### config.mk
export PLATFORM = sky130hd
export DESIGN_NAME = access_lockout_controller
export DESIGN_NICKNAME = d
export VERILOG_FILES = /design/src/rtl/access_lockout_controller_pkg.sv /design/src/rtl/sync_edge_detect.sv /design/src/rtl/access_lockout_controller.sv
export SDC_FILE = /design/constraint.sdc
export NUM_CORES = 1
export LEC_CHECK = 0
export BUFFER_PORTS_ARGS = -buffer_cell sky130_fd_sc_hd__buf_4
export CORE_ASPECT_RATIO = 0.9
export CORE_UTILIZATION = 53
export DETAILED_ROUTE_END_ITERATION = 10
export PLACE_DENSITY = 0.76
export SETUP_SLACK_MARGIN = 0.05
export SYNTH_ARGS = -nofsm -noshare
export SYNTH_HDL_FRONTEND = slang
export SYNTH_HIERARCHICAL = 1
export SYNTH_SLANG_ARGS = --single-unit
### constraint.sdc
create_clock -name Clk -period 1.9 [get_ports Clk]
set_input_delay 0.38 -clock Clk [delete_from_list [all_inputs] [get_ports Clk]]
set_output_delay 0.38 -clock Clk [all_outputs]
set_load 0.01 [all_outputs]
### src/rtl/access_lockout_controller_pkg.sv
// Shared definitions for the access lockout controller.
// Checker and display logic decode State using these same encodings.
package access_lockout_controller_pkg;

    localparam int StateWidth = 3;

    typedef enum logic [StateWidth-1:0] {
        IDLE    = 3'd0,
        CHECK   = 3'd1,
        GRANTED = 3'd2,
        FAILED  = 3'd3,
        LOCKOUT = 3'd4
    } lockState_t;

endpackage

### src/rtl/sync_edge_detect.sv
// Two-flop synchroniser for an asynchronous level, followed by a rising-edge detector.
// The output pulse lasts one Clk cycle and goes high two edges after the input rises.
module sync_edge_detect (
    input  logic Clk,
    input  logic ResetN,
    input  logic AsyncIn,
    output logic RisePulse
);

    logic syncMeta;
    logic syncStable;
    logic prevLevel;

    always_ff @(posedge Clk or negedge ResetN) begin
        if (!ResetN) begin
            syncMeta   <= 1'b0;
            syncStable <= 1'b0;
            prevLevel  <= 1'b0;
        end else begin
            syncMeta   <= AsyncIn;
            syncStable <= syncMeta;
            prevLevel  <= syncStable;
        end
    end

    assign RisePulse = syncStable & ~prevLevel;

endmodule

### src/rtl/access_lockout_controller.sv
// Session controller above the password checker: counts failed attempts,
// enforces a timed lockout, and holds a timed unlock grant.
module access_lockout_controller
    import access_lockout_controller_pkg::*;
#(
    parameter int MaxAttempts  = 3,
    parameter int LockSeconds  = 30,
    parameter int GrantSeconds = 5,
    parameter int CntWidth     = 6
) (
    input  logic                  Clk,
    input  logic                  ResetN,
    input  logic                  Tick,
    input  logic                  StartReq,
    input  logic                  CancelReq,
    input  logic                  PassOk,
    input  logic                  PassFail,
    input  logic                  PassTimeOut,
    output logic                  StartValidation,
    output logic                  Unlocked,
    output logic                  LockedOut,
    output logic [2:0]            AttemptsLeft,
    output logic [CntWidth-1:0]   Remaining,
    output logic [StateWidth-1:0] State
);

    localparam logic [2:0]          MaxAttemptsVal = 3'(MaxAttempts);
    localparam logic [CntWidth-1:0] LockLoad       = CntWidth'(LockSeconds);
    localparam logic [CntWidth-1:0] GrantLoad      = CntWidth'(GrantSeconds);
    localparam logic [CntWidth-1:0] CntOne         = CntWidth'(1);

    lockState_t          state;
    lockState_t          nextState;
    logic [2:0]          attemptsLeft;
    logic [2:0]          nextAttempts;
    logic [CntWidth-1:0] remaining;
    logic [CntWidth-1:0] nextRemaining;
    logic                startValidationReg;
    logic                unlockedReg;
    logic                lockedOutReg;

    logic okEdge;
    logic failEdge;
    logic timeOutEdge;
    logic anyFailEdge;

    sync_edge_detect okDetect (
        .Clk       (Clk),
        .ResetN    (ResetN),
        .AsyncIn   (PassOk),
        .RisePulse (okEdge)
    );

    sync_edge_detect failDetect (
        .Clk       (Clk),
        .ResetN    (ResetN),
        .AsyncIn   (PassFail),
        .RisePulse (failEdge)
    );

    sync_edge_detect timeOutDetect (
        .Clk       (Clk),
        .ResetN    (ResetN),
        .AsyncIn   (PassTimeOut),
        .RisePulse (timeOutEdge)
    );

    assign anyFailEdge = failEdge | timeOutEdge;

    // Outputs are decoded from the next state so they change on the same edge as State.
    always_ff @(posedge Clk or negedge ResetN) begin
        if (!ResetN) begin
            state              <= IDLE;
            attemptsLeft       <= MaxAttemptsVal;
            remaining          <= '0;
            startValidationReg <= 1'b0;
            unlockedReg        <= 1'b0;
            lockedOutReg       <= 1'b0;
        end else begin
            state              <= nextState;
            attemptsLeft       <= nextAttempts;
            remaining          <= nextRemaining;
            startValidationReg <= (nextState == CHECK);
            unlockedReg        <= (nextState == GRANTED);
            lockedOutReg       <= (nextState == LOCKOUT);
        end
    end

    always_comb begin
        nextState     = state;
        nextAttempts  = attemptsLeft;
        nextRemaining = '0;

        case (state)
            IDLE: begin
                if (StartReq) begin
                    nextState = CHECK;
                end
            end

            // A failure wins over a simultaneous pass so a racing checker cannot unlock.
            CHECK: begin
                if (anyFailEdge) begin
                    nextState = FAILED;
                end else if (okEdge) begin
                    nextState     = GRANTED;
                    nextRemaining = GrantLoad;
                    nextAttempts  = MaxAttemptsVal;
                end else if (CancelReq) begin
                    nextState = IDLE;
                end
            end

            FAILED: begin
                if (attemptsLeft <= 3'd1) begin
                    nextAttempts  = 3'd0;
                    nextState     = LOCKOUT;
                    nextRemaining = LockLoad;
                end else begin
                    nextAttempts = attemptsLeft - 3'd1;
                    nextState    = IDLE;
                end
            end

            GRANTED: begin
                nextRemaining = remaining;
                if (Tick) begin
                    if (remaining <= CntOne) begin
                        nextRemaining = '0;
                        nextState     = IDLE;
                    end else begin
                        nextRemaining = remaining - CntOne;
                    end
                end
            end

            LOCKOUT: begin
                nextRemaining = remaining;
                if (Tick) begin
                    if (remaining <= CntOne) begin
                        nextRemaining = '0;
                        nextAttempts  = MaxAttemptsVal;
                        nextState     = IDLE;
                    end else begin
                        nextRemaining = remaining - CntOne;
                    end
                end
            end

            default: begin
                nextState = IDLE;
            end
        endcase
    end

    assign StartValidation = startValidationReg;
    assign Unlocked        = unlockedReg;
    assign LockedOut       = lockedOutReg;
    assign AttemptsLeft    = attemptsLeft;
    assign Remaining       = remaining;
    assign State           = state;

endmodule

* Word level (Yosys, flattened, before mapping) *
Cells that the tools add are included.

word-level totals
  bits in registers = 24
  output and inout bits = 15
  word-level logic and storage cells = 62
  input bits = 8

operators by class
  muxes and demuxes = 20
  $add $sub $neg = 2
  reduce and logical (&&, ||, !) cells = 4
  equality and inequality tests = 12
  bitwise gates (word level) = 7
  order comparisons = 2

operators with widths
  kind                                                            number
  two-way mux 3 bit                                               14
  case mux 6 bit (3 select lines)                                 1
  two-way mux 6 bit                                               2
  case mux 3 bit (4 select lines)                                 1
  equality test 3 x 2 -> 1 bit, second input constant             3
  case mux 3 bit (3 select lines)                                 1
  equality test 3 x 1 -> 1 bit, second input constant             2
  equality test 3 bit, second input constant                      2
  less-or-equal comparator 6 x 1 -> 1 bit, second input constant  1
  inequality test 2 bit, second input constant                    3
  subtractor 6 x 1 -> 6 bit, second input constant                1
  two-way mux 5 bit                                               1
  AND reduction 5 bit                                             1
  inequality test 2 x 1 -> 1 bit, second input constant           2
  AND 1 bit                                                       3
  less-or-equal comparator 3 x 1 -> 1 bit, second input constant  1
  zero test 3 bit                                                 1
  NOT 1 bit                                                       3
  nonzero test 3 bit                                              1
  subtractor 3 x 1 -> 3 bit, second input constant                1
  OR reduction 2 bit                                              1
  OR 1 bit                                                        1

* Depth between registers and ports, before layout *
Gate-level depths: netlist of run 1.

  depth after elaboration = 6
  depth in mapped cells = 6
  depth with buffers taken out = 6

* Modules after synthesis *
Netlist of run 1, hierarchy kept.

modules (own cells, without submodules)
  module                     times used  cells each  sequential area each (um^2)  area each (um^2)
  access_lockout_controller  1           94          377.9                        894.6
  sync_edge_detect           3           4           75.1                         88.8

* Least setup slack after synthesis of run 1 *
Ideal clock, no wire load.

  path type = flip-flop to flip-flop
  start point = register attemptsLeft[1], in the netlist AttemptsLeft[1]
  end point = register attemptsLeft[2], in the netlist AttemptsLeft[2]
  period minus slack after synthesis = 1.703 ns
  cell stages (with the launch flop) = 7
  setup time = 0.090 ns
  buffers on the path = 0
  setup slack = 0.197 ns
  arrival = 1.612 ns
  data required time = 1.810 ns
  cells stage by stage = dfstp_2 inv_1 ha_1 o21ba_1 nor2_1 or4b_1 o221ai_1

between the ends
  longest elaborated chain between the ends = 3
  elaborated cells between the ends (all ways) = 4
  classes of those cells = add/sub: 1; order compare: 1; mux: 2

RTL lines
  what                                                                                  RTL line                                                            RTL
  start, declared                                                                       access_lockout_controller.sv:34                                     logic [2:0] attemptsLeft;
  start signal, assigned                                                                access_lockout_controller.sv:74                                     attemptsLeft <= MaxAttemptsVal;
  start signal, assigned                                                                access_lockout_controller.sv:81                                     attemptsLeft <= nextAttempts;
  subtractor 3 x 1 -> 3 bit or less-or-equal comparator 3 x 1 -> 1 bit (tied branches)  access_lockout_controller.sv:120, access_lockout_controller.sv:115
  two-way mux 3 bit (*)                                                                 access_lockout_controller.sv:115                                    if (attemptsLeft <= 3'd1) begin
  case mux 3 bit (3 select lines) (*)                                                   access_lockout_controller.sv:94                                     case (state)

Mark *: on every way between the ends. The rest lies on a longest branch, timed or not.
A chain may end at the register's enable or synchronous reset.

* Worst setup path in the final report of run 1 *
Same ends and word-level chain as after synthesis.

==> flow_results.org, run 1 <==
** Run status
- The run finished with clean final reports.

** Clocking
- TritonCTS built the clock tree.
- Clock Latency Late Sink :: around 0.31 ns
- Max Buffers Root-to-Sink :: 2
- CTS built an H-tree with a depth of 1.
- # clock sinks :: 24
- Clock-pin slew was measured on the worst setup and hold paths at between 0.1 and 0.15 ns.
- Counting the buffers created by CTS gives 3.
- In this run the clock root is driven by a sky130_fd_sc_hd__clkbuf_4.

** Critical path
- CP max stage cell :: sky130_fd_sc_hd__dfstp_2
- Maximum cell stage delay along the critical path :: between 0.5 and 0.6 ns
- Ordered cell list for the critical path :: inv_1 > ha_1 > o21ba_1 > nor2_1 > or4b_1 > o221ai_1
- Critical path arrival :: approximately 2.0 ns
- The critical path is of the flip-flop to flip-flop type.
- In this run the worst path has a maximum fanout of 4.
- Data on the critical path is required at its endpoint by 2.12 ns.
- The worst setup path is launched from a flip-flop.
- STA classifies the critical path endpoint as a flip-flop.
- Count of cells along the worst register-to-register path :: 6

** Routing
- For this block, the routed nets add up to approximately 2.3 mm of wire.
- DRC violations left :: 0
- Initial DRC count :: 21
- Dividing the detail-routed wire length by the instance count gives around 15 um.
- The first detailed-routing pass took 4 iterations.
- Routed vias :: just under 900
- Remaining antenna violation count after routing :: 0
- Using the TritonRoute via totals, the vias-per-cell ratio works out to roughly 5.6.

** Placement
- At the end of routability-driven placement, the weighted congestion stood at between 0.8 and 0.9.
- During placement, the flow inserted port buffers numbering 22.
- Timing analysis after detailed placement gives a worst setup slack of roughly 0.12 ns.
- HPWL Detailed :: 1.74 mm

** Min path
- In this run the worst hold path is classified as primary input to flip-flop.
- Counting instances, the worst hold path has a depth of 1.

** GRT
- The first global-routing pass estimated 3.81 mm of wire.
- The initial antenna violation count is 0.
- Entering global routing, the biggest net connects 25 pins.
- Grt ovf :: 0
- The number of global-route vias before repair is 772.
- Overall global routing resource usage :: 23.4%

** STA
- Number of failing setup endpoints in the final timing report :: 0
- Setup slack after layout :: between 0.1 and 0.15 ns
- For the pin with the worst max-slew slack, the measured transition is between 0.4 and 0.5 ns.
- The tightest hold path in the finished design has a slack of 0.168 ns.
- Timing would allow up to roughly 560 MHz.
- Setup repair after global routing could not meet its margin everywhere.
- The worst path uses between 90 and 100% of the clock period.
- Worst-case clock skew :: between 0.005 and 0.006 ns
- Relative slew margins :: approximately 73%
- Setup total negative slack on the finished layout was measured at 0 ns.
- Final number of hold-violating endpoints :: 0
- The number of pins with negative max-slew slack in the final report came to 0.
- For the finished layout, the period the worst path requires is 1.79 ns.

** Final layout
- Number of fillers in the final layout :: ~170
- From synthesis to final layout, the design area changed by 20.3%.
- Final core area utilization :: approximately 70%
- Net count of the finished layout :: about 150
- Proportion of layout cells with a drive suffix above 1 :: 29.5%
- 0 antenna diodes ended up in the layout.

** Logic synthesis
- Flip-flop cell with the highest count after synthesis :: sky130_fd_sc_hd__dfrtp_1
- Post-Syn Area per Cell :: 11.0 um2
- Synthesis inferred 24 register bits.
- The share of the Yosys chip area taken by registers is about 52%.
- Number of enable flip-flop cells after synthesis :: 0
- Synthesis produced a netlist whose cell count is 106.
- Total of warnings raised by yosys :: 6
- Summed instance area of the synthesized netlist :: 1160 um2
- Synthesized netlist net count :: about 120
- Synth async-reset ratio :: 100%
- Counting distinct cell types in the post-synthesis netlist gives 41.

** Die
- The die covers around 2400 um2.
- The core region is 1990 um2.
- The die is 46.4 um tall.
- Top-Level Pins :: 23
- Number of rows created at floorplan :: 15
- X dimension of the die :: around 50 um
- Initial core utilization :: approximately three fifths

** Pwr
- Total power for the finished layout comes to around 2.1 mW.
- In this run the power density over the cells is around 1500 nW/um2.
- Leakage power total :: approximately 0.68 nW
- Largest voltage drop on the vdd net :: between 1000 and 1500 uV

** Job
- Maximum Capacitance Violations :: 0
[timing repair]
action                     4_1_cts  5_1_grt
resized for setup                0        1
hold endpoints to repair        22        0
hold buffers                     1        0
buffers inserted                 0        1
setup endpoints to repair        0        2
[final timing paths]
kind / start / end / slack [ns]
max: AttemptsLeft[1] / AttemptsLeft[2] / 0.11
min: PassFail / failDetect/syncMeta / 0.17
max reg2reg: AttemptsLeft[1] / AttemptsLeft[2] / 0.11
min reg2reg: timeOutDetect/syncMeta / timeOutDetect/syncStable / 0.36
max in group asynchronous: ResetN / AttemptsLeft[0] / 1.13
min in group asynchronous: ResetN / State[0] / 0.48
[cell families (layout without fill, tap and decap cells)]
kind of cell | count (synthesis) | after routing | synth area share, %
xor+xnor | 1 | 1 | 1.40
fa+ha+maj | 4 | 4 | 4.31
buf+inv | 11 | 37 | 3.77
mux | 1 | 1 | 0.862
compound gates | 22 | 22 | 14.3
simple gates | 43 | 43 | 23.4
flops | 24 | 24 | 51.9
[per-layer routing]
metal,wire length [um],part of all wire (%),track usage (%)
met1,1070,46,31.2
met2,1110,47,37.4
met3,128,5.5,6.27
met4,26,1.1,8.11
met5,0,0,0
[worst max-delay path: cells and delay by family (launching register included)]
kind	cells	cell delay (ns)
buf+inv	1	0.05
simple gates	2	0.61
fa+ha+maj	1	0.16
flops	1	0.55
compound gates	2	0.32
[state kept, by name, indices dropped and copies added, names as in the netlist]
register / flops
okDetect/syncMeta: 1
LockedOut: 1
timeOutDetect/prevLevel: 1
Remaining: 6
failDetect/syncMeta: 1
StartValidation: 1
timeOutDetect/syncStable: 1
Unlocked: 1
okDetect/syncStable: 1
okDetect/prevLevel: 1
timeOutDetect/syncMeta: 1
State: 3
failDetect/syncStable: 1
AttemptsLeft: 3
failDetect/prevLevel: 1
[power breakdown]
part | internal, mW | switching (mW)
combinational | 0.527 | 0.561
clock | 0.0820 | 0.137
sequential | 0.658 | 0.181
total | 1.27 | 0.879
[cell type report]
cell class | count | area, um2 | share of cell area [%]
multi-input cells | 71 | 514 | 36.8
inverters | 8 | 30.0 | 2.15
flip-flops and latches | 24 | 604 | 43.3
repair buffers | 25 | 190 | 13.6
well taps | 25 | 31.3 | 2.24
clock buffers | 4 | 26.3 | 1.88
[placed cells by master (no fill, tap or decap), types with 3 or more instances in the layout]
| cell type | n |
|---|---|
| sky130_fd_sc_hd__nor3_1 | 4 |
| sky130_fd_sc_hd__ha_1 | 4 |
| sky130_fd_sc_hd__inv_1 | 8 |
| sky130_fd_sc_hd__dfrtp_1 | 21 |
| sky130_fd_sc_hd__nor2b_4 | 3 |
| sky130_fd_sc_hd__a21oi_1 | 3 |
| sky130_fd_sc_hd__clkbuf_4 | 3 |
| sky130_fd_sc_hd__nand3_1 | 5 |
| sky130_fd_sc_hd__o21ai_1 | 4 |
| sky130_fd_sc_hd__nand2_1 | 7 |
| sky130_fd_sc_hd__nor2_1 | 9 |
| sky130_fd_sc_hd__buf_4 | 24 |
[synth_stat cells, types with 2 or more instances]
| master | number | area (um2) |
|---|---|---|
| sky130_fd_sc_hd__o22a_1 | 2 | 17.5 |
| sky130_fd_sc_hd__o21ai_1 | 4 | 20.0 |
| sky130_fd_sc_hd__nor3_1 | 4 | 20.0 |
| sky130_fd_sc_hd__dfstp_2 | 2 | 52.6 |
| sky130_fd_sc_hd__inv_1 | 8 | 30.0 |
| sky130_fd_sc_hd__nor2_1 | 9 | 33.8 |
| sky130_fd_sc_hd__nand3b_1 | 2 | 15.0 |
| sky130_fd_sc_hd__nor2b_1 | 2 | 12.5 |
| sky130_fd_sc_hd__a31oi_1 | 2 | 12.5 |
| sky130_fd_sc_hd__ha_1 | 4 | 50.1 |
| sky130_fd_sc_hd__nand3_1 | 5 | 25.0 |
| sky130_fd_sc_hd__nand2_1 | 7 | 26.3 |
| sky130_fd_sc_hd__buf_2 | 2 | 10.0 |
| sky130_fd_sc_hd__nor2b_4 | 3 | 41.3 |
| sky130_fd_sc_hd__a21oi_1 | 3 | 15.0 |
| sky130_fd_sc_hd__dfrtp_1 | 22 | 551 |
[through the flow]
step                cell area (um2)  cells
floorplan                      1160    106
global placement               1350    151
detailed placement             1350    151
CTS                            1390    156
global route                   1400    157
finish                         1400    157
(Power assumes the default switching activity.)
==> run 2: changes to the inputs <==
Settings changed: CORE_UTILIZATION 53 to 30, CTS_BUF_LIST set to sky130_fd_sc_hd__clkbuf_4, PLACE_DENSITY 0.76 to 0.49.
Clock period 1.9 ns to 1.5 ns, I/O delays scaled along.
==> run 2 against run 1 <==
  * The run now ends with setup timing left
  * Final cell count increased by 29%
  * Clock power rose by 30%
  * Setup slack got worse by 0.23 ns
  * Routed wire length rose by 11%
  * Non-clock buffer count is 25 higher
  * Combinational power is 110% higher
  * Via count up 8.3%
  * Sequential share of layout area is 8.2 points lower
  * Design area grew 24%
  * Clock-buffer cell count fell by 1
  * Highest routed layer is now met3
  * Critical endpoint unchanged
  * Die area rose by 73%
  * Sequential power rose by 22%
==> flow_results.org, run 2 (synthesis gave the netlist of run 1 again) <==
** Run status
- Status :: finished with violations
- Violated checks :: setup timing

** GRT
- The routing usage on met3 is 3.52% (-2.8 points).
- Grt ovf :: 0 (unchanged)
- Overall global routing resource usage :: 14.5% (-8.9 points)
- The global routing stage identified its most utilized layer as met2.
- The initial antenna violation count is 0 (unchanged).
- Met2 GRT Util :: 23.3% (-14 points)
- Global routing met1 resource utilization :: 20.1% (-11 points)
- The number of global-route vias before repair was 969 (+26%).
- Global-route wire length before repair :: 4.44 mm (+17%)
- The largest net degree at the start of global routing was 25 (unchanged).

** Critical path
- WP data required :: 1.74 ns (-0.38 ns)
- The worst setup path is captured at a flip-flop.
- Worst setup path startpoint :: AttemptsLeft[1]
- The critical path goes through inv_2 > ha_4 > o21ba_4 > nor2_2 > or4b_1 > o221ai_2.
- The startpoint identified for the worst register-to-register timing path is AttemptsLeft[1].
- CP max stage cell :: sky130_fd_sc_hd__dfstp_2
- Maximum cell stage delay along the critical path :: 0.56 ns (about the same)
- The worst setup path is launched from a flip-flop.
- The arrival time of data at the critical path endpoint came to 1.86 ns (-0.15 ns).
- Biggest fanout along the worst timing path :: 2 (-2)
- Slack of the worst reg-to-reg path :: -0.12 ns (-0.23 ns)
- Crit Path Category :: flip-flop to flip-flop
- Count of cells along the worst register-to-register path :: 6 (unchanged)

** STA
- The maximum clock rate was 617 MHz (+10%).
- Final number of hold-violating endpoints :: 0 (unchanged)
- The final setup violation count was 2 (+2).
- Relative slew margins :: 71.3% (-1.4 points)
- The post-layout worst setup margin came to -0.121 ns (-0.234 ns).
- The number of pins with negative max-slew slack in the final report came to 0 (unchanged).
- The share of the clock period used by the worst path after layout was 108% (+14 points).
- Setup total negative slack :: -0.227 ns (-0.227 ns)
- The minimum period implied by the final worst setup slack is 1.62 ns (-0.166 ns).
- The final worst clock skew came to 0.000706 ns (-0.00446 ns).
- Worst-margin pin slew :: 0.430 ns (+0.0203 ns)
- RSZ-0062 raised after global routing :: yes

** Die
- The number of primary I/O pins came to 23 (unchanged).
- Number of rows created at floorplan :: 21 (+6)
- The total die area is 4120 um2 (+73%).
- The area of the core is 3700 um2 (+86%).
- The initial core utilization is 31.3% (-27 points).
- X dimension of the die :: 67.6 um (+32%)
- The chip height came to 61.0 um (+31%).

** Routing
- Routed vias :: 954 (+8.3%)
- Initial DRC count :: 36 (+71%)
- The remaining routing DRC violations is 0 (unchanged).
- The number of routed nets with antenna violations is 0 (unchanged).
- The mean number of vias per cell was 4.70 (-16%).
- Average wire per cell in the routed design :: 12.8 um (-14%)
- Total Routed Length :: 2.60 mm (+11%)
- The detailed-router iteration count before antenna repair was 4 (unchanged).

** Final layout
- Commonest non-fill, non-tap cell in the layout :: sky130_fd_sc_hd__buf_4
- The number of nets in the final layout came to 170 (+17%).
- Proportion of layout cells with a drive suffix above 1 :: 53.5% (+24 points)
- Final core area utilization :: 46.6% (-24 points)
- Ant diodes :: 0 (unchanged)
- In the layout the commonest cells are sky130_fd_sc_hd__buf_4, sky130_fd_sc_hd__dfrtp_1, sky130_fd_sc_hd__nor2_1, sky130_fd_sc_hd__nand2_1, sky130_fd_sc_hd__inv_1.
- Max FFs per register :: 6 (unchanged)
- The area growth from synthesis to layout is 48.8%.

** Clocking
- Clock Latency Late Sink :: 0.31 ns (about the same)
- The total number of clock tree sinks was 24 (unchanged).
- The maximum buffer depth of the clock tree was 2 (unchanged).
- The deepest level of the CTS H-tree was 1 (unchanged).
- The clock-pin slew on the worst setup and hold paths is 0.12 ns (about the same).
- CTS tree :: done
- CTS buffer count :: 3 (unchanged)
- The tree is rooted in a sky130_fd_sc_hd__clkbuf_4.

** Min path
- Startpoint of the tightest hold check path :: PassFail
- The instance count along the most critical hold path was 1 (unchanged).
- In this run the worst hold path is classified as primary input to flip-flop.

** Placement
- Placer congestion estimate :: 0.865 (+5.0%)
- The half-perimeter wire length after detailed placement came to 1.92 mm (+11%).
- The count of input and output buffers was 22 (unchanged).

** Pwr
- The power density over cell area came to 2070 nW/um2 (+35%).
- Leakage power total :: 0.816 nW (+21%)
- Largest voltage drop on the vdd net :: 733 uV (-28%)

** Job
- The number of violations of the max-capacitance limit was 0 (unchanged).
-- run 2: cell types whose count changed in the layout (fill, tap and decap cells not counted), sizes merged --
cell | previous run | this run
buf | 24 | 49
clkinv | 0 | 1
clkbuf | 4 | 3
-- run 2: stage by stage --
stage	setup WS, ns	cell area [um2]	hold WS [ns]	instances	total power, mW
after floorplan	-0.133	1180	0.00441	106	2.02
after global placement	-0.0679	1540	0.220	191	2.83
after detailed placement	-0.0947	1540	0.222	191	2.87
after CTS	-0.119	1620	0.0723	197	3.31
after global routing	-0.180	1730	0.0599	203	3.89
final	-0.121	1730	0.0843	203	3.57
-- run 2: path summary, 6_finish.rpt --
path / endpoint
max: AttemptsLeft[2]
min: failDetect/syncMeta
max reg2reg: AttemptsLeft[2]
min reg2reg: timeOutDetect/syncStable
max in group asynchronous: AttemptsLeft[0]
min in group asynchronous: AttemptsLeft[2]
-- run 2: critical path: cells and delay by family, from the launching register on --
kind / cells / cell delay, ns
adder cells (fa/ha/maj): 1 / 0.14
AO/OA/AOI/OAI: 2 / 0.28
AND/OR/NAND/NOR: 2 / 0.51
buffers and inverters: 1 / 0.05
flip-flops: 1 / 0.56
-- run 2: where the power goes --
| group | leakage (nW) | internal (mW) | switching (mW) | total (mW) |
|---|---|---|---|---|
| logic | 0.504 | 1.23 | 1.04 | 2.27 |
| clock network | 0.0154 | 0.0972 | 0.187 | 0.284 |
| registers | 0.296 | 0.838 | 0.178 | 1.02 |
| total | 0.816 | 2.16 | 1.41 | 3.57 |
-- run 2: area by class of cell --
cell class              instances  area, um2
clock inverters                 1       3.75
clock buffers                   3       22.5
multi-input cells              71        618
flip-flops and latches         24        607
inverters                       8       30.0
well taps                      46       57.6
repair buffers                 50        389
fillers                       340       1980
-- run 2: layer usage --
metal / up-vias / share of wire (%)
met5: - / 0
met4: 0 / 0
met3: 0 / 2.7
met2: 16 / 49
met1: 462 / 48
li1: 476 / -
-- run 2: repair_timing --
item | in CTS | in global routing
resized for setup | 7 | 14
pin swaps | 6 | 5
endpoints found under the hold margin | 22 | 0
hold buffers | 1 | 0
endpoints found under the setup margin | 12 | 17
buffers inserted | 1 | 6
